<file path="src/rtl/instr_fetch_unit.sv">
// Instruction fetch front end: PC, synchronous imem reads, 2-entry instruction FIFO,
// branch redirect with flush, and fetch stop on HALT.
module instr_fetch_unit #(
  parameter int unsigned         PC_WIDTH    = 8,
  parameter logic [PC_WIDTH-1:0] START_ADDR  = '0,
  parameter logic [3:0]          HALT_OPCODE = 4'hF
) (
  input  logic                clk,
  input  logic                reset,
  input  logic                start,
  output logic                imem_rd_en,
  output logic [PC_WIDTH-1:0] imem_addr,
  input  logic [23:0]         imem_rdata,
  output logic [23:0]         instr_out,
  output logic [PC_WIDTH-1:0] instr_pc,
  output logic                instr_valid,
  input  logic                instr_ready,
  input  logic                branch_valid,
  input  logic [PC_WIDTH-1:0] branch_target,
  output logic                halted
);

  typedef enum logic [1:0] {
    S_IDLE,
    S_FETCH,
    S_HALTED
  } state_t;

  state_t state_q, state_d;

  logic [PC_WIDTH-1:0] pc_q;
  logic                inflight_q;
  logic [PC_WIDTH-1:0] inflight_pc_q;

  logic [23:0]         fifo_instr [2];
  logic [PC_WIDTH-1:0] fifo_pc    [2];
  logic                rd_ptr_q;
  logic                wr_ptr_q;
  logic [1:0]          count_q;

  logic       in_fetch;
  logic       do_branch;
  logic       pop;
  logic       push;
  logic       issue;
  logic       halt_push;
  logic [2:0] occupancy;

  assign in_fetch  = (state_q == S_FETCH);
  assign do_branch = in_fetch & branch_valid;
  assign pop       = instr_valid & instr_ready;
  // Slots already committed (stored + in flight) that remain after this cycle's pop.
  assign occupancy = {1'b0, count_q} + {2'b00, inflight_q} - {2'b00, pop};
  assign issue     = in_fetch & ~branch_valid & (occupancy < 3'd2);
  // Returns are dropped on a branch and whenever fetching has stopped.
  assign push      = in_fetch & inflight_q & ~branch_valid;
  assign halt_push = push & (imem_rdata[23:20] == HALT_OPCODE);

  assign imem_rd_en  = issue;
  assign imem_addr   = pc_q;
  assign instr_valid = (count_q != 2'd0);
  assign instr_out   = instr_valid ? fifo_instr[rd_ptr_q] : '0;
  assign instr_pc    = instr_valid ? fifo_pc[rd_ptr_q] : '0;
  assign halted      = (state_q == S_HALTED);

  always_comb begin
    state_d = state_q;
    case (state_q)
      S_IDLE:   if (start) state_d = S_FETCH;
      S_FETCH:  if (halt_push) state_d = S_HALTED;
      S_HALTED: state_d = S_HALTED;
      default:  state_d = S_IDLE;
    endcase
  end

  always_ff @(posedge clk or posedge reset) begin
    if (reset) begin
      state_q       <= S_IDLE;
      pc_q          <= START_ADDR;
      inflight_q    <= 1'b0;
      inflight_pc_q <= '0;
    end else begin
      state_q    <= state_d;
      inflight_q <= issue;
      if (issue) inflight_pc_q <= pc_q;
      if (do_branch)  pc_q <= branch_target;
      else if (issue) pc_q <= pc_q + 1'b1;
    end
  end

  always_ff @(posedge clk or posedge reset) begin
    if (reset) begin
      rd_ptr_q <= 1'b0;
      wr_ptr_q <= 1'b0;
      count_q  <= 2'd0;
      for (int unsigned i = 0; i < 2; i++) begin
        fifo_instr[i] <= '0;
        fifo_pc[i]    <= '0;
      end
    end else if (do_branch) begin
      rd_ptr_q <= 1'b0;
      wr_ptr_q <= 1'b0;
      count_q  <= 2'd0;
    end else begin
      if (push) begin
        fifo_instr[wr_ptr_q] <= imem_rdata;
        fifo_pc[wr_ptr_q]    <= inflight_pc_q;
        wr_ptr_q             <= ~wr_ptr_q;
      end
      if (pop) rd_ptr_q <= ~rd_ptr_q;
      count_q <= count_q + {1'b0, push} - {1'b0, pop};
    end
  end

endmodule
</file>
<file path="config.mk">
export PLATFORM = sky130hd
export DESIGN_NAME = instr_fetch_unit
export DESIGN_NICKNAME = d
export VERILOG_FILES = /design/src/rtl/instr_fetch_unit.sv
export SDC_FILE = /design/constraint.sdc
export NUM_CORES = 1
export LEC_CHECK = 0
export BUFFER_PORTS_ARGS = -buffer_cell sky130_fd_sc_hd__buf_4
export CORE_MARGIN = 5
export CORE_UTILIZATION = 40
export CTS_BUF_LIST = sky130_fd_sc_hd__clkbuf_2
export DETAILED_ROUTE_END_ITERATION = 12
export GPL_ROUTABILITY_DRIVEN = 0
export GPL_TIMING_DRIVEN = 0
export SLEW_MARGIN = 20
export SYNTH_ARGS = -nofsm -noshare
export SYNTH_HDL_FRONTEND = slang
export SYNTH_SLANG_ARGS = --single-unit
</file>
<file path="constraint.sdc">
create_clock -name clk -period 3.1 [get_ports clk]
set_clock_uncertainty 0.05 [all_clocks]
set_input_delay 0.31 -clock clk [delete_from_list [all_inputs] [get_ports clk]]
set_output_delay 0.31 -clock clk [all_outputs]
set_load 0.01 [all_outputs]
</file>
# Yosys cells after proc, flatten, opt, wreduce, memory -nomap -nowiden
# Index checks and enable logic that the tools add are counted.
# word_totals
ram_bits	0
mem_bits_ro	0
latchBits	0
n_memories	0
word_cells	70
output_inout_bits	43
regBits	87
# op_classes
n_mux	24
add_sub_neg	5
div_mod_pow	0
multipliers	0
n_eq_ne	5
n_shift	0
n_reduce_logical	8
n_lt_le_gt_ge	4
bitwise	13
# ops
cell	n
24-bit 2-to-1 mux	5
8-bit 2-to-1 mux	7
48-bit bitwise mux	1
24-bit demux with 1-bit select	1
16-bit bitwise mux	1
8-bit by 1-bit adder with 8-bit output, second input constant	1
8-bit demux with 1-bit select	1
2-bit nonzero test	4
1-bit AND	7
2-bit 2-to-1 mux	3
2-bit case mux with 3 select lines	1
4-bit == test, second input constant	1
2-bit >= comparator, second input constant	2
1-bit 2-to-1 mux	4
1-bit inverter	4
1-bit inverter with 2-bit output	2
2-bit AND reduction	2
2-bit by 1-bit adder with 3-bit output	1
3-bit by 2-bit less-than comparator with 1-bit output, second input constant	1
3-bit by 1-bit subtractor with 3-bit output	1
2-bit by 1-bit adder with 2-bit output	1
2-bit by 1-bit == test with 1-bit output, second input constant	1
2-bit == test, second input constant	1
2-bit zero test	1
5 further kinds	5

# Depth between registers and ports, before layout
# logic_depth
word_depth	7
depth_mapped	10
mapped_depth_nobuf	9

# Worst setup path after synthesis
# No wires, ideal clock.
# synth_path
path_kind	register to register
start	reg count_q[1]
end	reg inflight_pc_q[0]
path_slack_ns	0.866
path_buffers	1
path_stages_with_launch	9
required_ns	2.925
t_arrival_ns	2.059
path_cell_list	dfrtp_1 nand2_1 nor2_1 o21ai_0 fa_1 nand3b_4 nor2_2 buf_6 mux2_4
# synth_via
elab_chain_len	5
# synth_lines
element	line	source
from (decl)	39	logic [1:0] count_q;
from (signal assigned)	111	count_q <= count_q + {1'b0, push} - {1'b0, pop};
branches (longest 2 deep; another with 2-bit by 1-bit adder with 3-bit output)	-	
3-bit by 1-bit subtractor with 3-bit output *	53	assign occupancy = {1'b0, count_q} + {2'b00, inflight_q} - {2'b00, pop};
3-bit by 2-bit less-than comparator with 1-bit output *	54	assign issue = in_fetch & ~branch_valid & (occupancy < 3'd2);
1-bit AND *	54	
named net imem_rd_en	11	output logic imem_rd_en,
to (signal assigned)	85	if (issue) inflight_pc_q <= pc_q;
to (decl)	33	logic [PC_WIDTH-1:0] inflight_pc_q;
# Mark *: on every way through the listed nets, which the timed path passes.
# A chain may end at the register's enable or synchronous reset.

# Final worst setup path
# layout_path
start	reg count_q[1]
end	out imem_rd_en
# layout_via
elab_chain_len	5
# layout_lines
element	line
branches (longest 2 deep; another with 2-bit by 1-bit adder with 3-bit output)	-
3-bit by 1-bit subtractor with 3-bit output *	53
3-bit by 2-bit less-than comparator with 1-bit output *	54
1-bit AND *	54
to (decl)	11
# Every way passes the cells marked *.

==> flow_metrics.env <==
export IMPL_grtUsageMet1_pct=19.4
export IMPL_grt_pass1_wl_mm=14.5
export IMPL_use_met3_pct=3.49
export IMPL_fin_hold_ws_ns=0.158
export IMPL_wl_per_cell_microns=14.4
export IMPL_final_cells=584
export IMPL_cts_tree="yes"
export IMPL_grt_usage_pct=14.6
export IMPL_syn_area_per_cell_sq_um=12.9
export IMPL_final_max_slew_violation_count=0
export IMPL_cpMostUsedCell="nor2_2"
export IMPL_crit_arrival_ns=2.49
export IMPL_holdPathEnd="rd_ptr_q$_DFFE_PP0P_"
export IMPL_grt_use_met2_pct=22.7
export IMPL_num_rows=36
export IMPL_required_ns=2.74
export IMPL_seq_area_frac_synth_pct=53.5
export IMPL_nets=490
export IMPL_synth_area_leaders="dfrtp_1 53%, mux2_2 18%, mux2i_1 8.1%"
export IMPL_busiest_layer="met2"
export IMPL_drc=0
export IMPL_hp_start="instr_ready"
export IMPL_vdd_ir_drop_max_v=0.000370
export IMPL_netlist_area_leader_share_pct=53.5
export IMPL_cpPeakStageDelay_ns=0.49
export IMPL_die_height_microns=111
export IMPL_worst_slew_pin_slew_ns=0.534
export IMPL_synthToLayoutAreaGrowth_pct=31.5
export IMPL_leakagePower_nw=2.75
export IMPL_final_hold_viol_count=0
export IMPL_port_buffers=79
export IMPL_yosysUniqueCellTypes=30
export IMPL_coreArea_sq_um=9860
export IMPL_rsz0062_at_grt="false"
export IMPL_hold_depth=4
export IMPL_die_area_sq_um=12300
export IMPL_dieWidth_microns=111
export IMPL_num_vias=2800
export IMPL_dp_cells=528
export IMPL_syn_inst=315
export IMPL_synth_area_sq_um=4070
export IMPL_finalWirelength_mm=8.41
export IMPL_endpoint_kind="output pin"
export IMPL_yosys_warnings=0
export IMPL_yosys_area_top_type="dfrtp_1"
export IMPL_drive_gt1_share_pct=41.7
export IMPL_ant_nets=0
export IMPL_htreeDepth=3
export IMPL_dp_hpwl_mm=5.95
export IMPL_synth_seq_cells=87
export IMPL_r2r_end="imem_addr[5]$_DFFE_PP0P_"
export IMPL_setup_viol=0
export IMPL_maxCapViolations=0
export IMPL_overflow=0
export IMPL_status="finished, final reports clean"
export IMPL_clock_latency_ns=0.51
export IMPL_cts_root_buf="clkbuf_2"
export IMPL_startpoint_type="flop"
export IMPL_timing_rr_start="count_q[1]$_DFF_PP0_"
export IMPL_min_delay_path_class="in2reg"
export IMPL_ff2ff_path_depth=9
export IMPL_start_util_pct=41.3
export IMPL_critPathKind="reg2out"
export IMPL_ios=80
export IMPL_relSlewSlack_pct=64.4
export IMPL_period_share_pct=91.9
export IMPL_setup_tns_final_ns=0
export IMPL_ff2ff_setup_slack_ns=0.57
export IMPL_drt_iter0_markers=82
export IMPL_p_per_area_nw_per_um2=667
export IMPL_crit_slowest_cell="dfrtp_2"
export IMPL_worstPathCellList="nand2_1 > nor2_2 > o21ai_0 > fa_1 > xor2_2 > nor2_2 > buf_6 > buf_4"
export IMPL_clk_pin_slew_ns=0.21
export IMPL_first_pass_iters=4
export IMPL_layout_min_cycle_time_ns=2.85
export IMPL_antenna_found_initial=0
export IMPL_crit_path_max_fanout=7
export IMPL_grt_max_degree=54
export IMPL_antenna_cells=0
export IMPL_syn_nets=359
export IMPL_vias_per_cell=4.79
export IMPL_fmax_mhz=351
export IMPL_clkSinkCount=87
export IMPL_clockBufferDepth=2
export IMPL_cts_buffers=9
export IMPL_grt_pass1_vias=2945
-- registers in the layout, summed over array words and instances (netlist names) --
name,count
fifo_instr,48
state_q,2
fifo_pc,16
rd_ptr_q,1
wr_ptr_q,1
imem_addr,8
count_q,2
inflight_q,1
inflight_pc_q,8
-- metrics by stage --
stage	area [sq um]	util [%]	power [W]	worst slack, ns
2_1_floorplan	4070	-	0.00253	0.490
3_3_place_gp	4830	49.0	0.00299	-0.559
3_5_place_dp	4860	49.3	0.00303	0.619
4_1_cts	5310	53.9	0.00361	0.0186
5_1_grt	5360	54.3	0.00385	0.0322
6_report	5360	54.3	0.00357	0.251
-- worst max-delay path, delay by kind of cell (launching register included) --
kind                       cells  cell delay (ns)
DFF                            1             0.49
adders and majority gates      1             0.47
and+or+nand+nor                3             0.32
xor gates and xnor gates       1             0.29
buffers and inverters          2             0.27
AOI/OAI and AO/OA              1             0.14
-- layout by cell type (no fill, tap or decap), types with 4 or more instances in the layout --
cell and instances:
o21ai_0 4, dlygate4sd3_1 35, inv_1 5, a21oi_1 12
buf_4 85, ha_1 6, nand2_1 4, buf_2 9
nor2_1 41, mux2i_1 33, mux2_4 7, clkbuf_1 5
xnor2_1 9, clkbuf_2 10, mux2_2 64, dfrtp_1 86
-- layout make-up --
cell class                 count  area, sq um
sequential                    87         2180
fill                         871         4510
buffer                        16         82.6
multi-input combinational    206         1790
timing repair buffer         120         1010
tap                          133          166
inverter                       6         25.0
clock inverter                 6         51.3
clock buffer                  10         50.0
-- report_power, final --
part | leakage [nW] | internal [W] | switching, W | total, W
logic | 1.53 | 0.000736 | 0.000666 | 0.00140
clock network | 0.0682 | 0.000180 | 0.000358 | 0.000538
registers | 1.16 | 0.00140 | 0.000226 | 0.00163
-- logic make-up after synthesis --
family | share of synthesized area [%]
XOR/XNOR | 2.55
multiplexers | 28.9
AO/OA/AOI/OAI | 1.97
adder cells (fa/ha/maj) | 2.33
flip-flops | 53.5
AND/OR/NAND/NOR | 8.17
buffers and inverters | 2.58
-- metal layers --
layer	up-vias	part of all wire, %	wire (microns)
li1	1355	-	-
met1	1371	47	3910
met2	63	47	3930
met3	11	4.9	409
met4	0	1.9	158
met5	-	0	0
-- repair_timing --
| item | 4_1_cts | 5_1_grt |
|---|---|---|
| resized for setup | 0 | 2 |
| hold endpoints to repair | 93 | 0 |
| setup buffers | 0 | 5 |
| setup endpoints to repair | 0 | 1 |
| hold buffers | 35 | 0 |
-- worst max-delay path by stage --
stage	from	endpoint	slack (ns)	cells past startpoint
final	count_q[1]$_DFF_PP0_	imem_rd_en	0.25	8
after global routing	count_q[1]$_DFF_PP0_	imem_rd_en	0.03	8
after CTS	count_q[1]$_DFF_PP0_	imem_rd_en	0.02	8
after detailed placement	count_q[1]$_DFF_PP0_	imem_addr[5]$_DFFE_PP0P_	0.62	8
after global placement	reset	imem_addr[0]$_DFFE_PP0P_	-0.56	2
after floorplan	reset	count_q[0]$_DFF_PP0_	0.49	1
-- synthesized netlist by cell type --
cell	count
nor3b_1	1
buf_6	1
o21ai_0	4
nor2_1	42
nand3_1	2
buf_2	9
nand4b_1	2
ha_1	6
a21oi_1	12
mux2_1	2
nor2_2	2
mux2_4	7
nand3b_4	2
mux2_2	64
xor2_2	1
xor2_1	1
and2_1	2
nor2b_1	1
xnor2_1	9
clkbuf_1	5
nand4_1	3
dfrtp_1	87
buf_4	1
inv_1	6
nor4_1	2
nor3_1	1
fa_1	1
nand2_1	4
nor4b_1	2
mux2i_1	33
No activity file was read; power rests on OpenSTA's default activity.
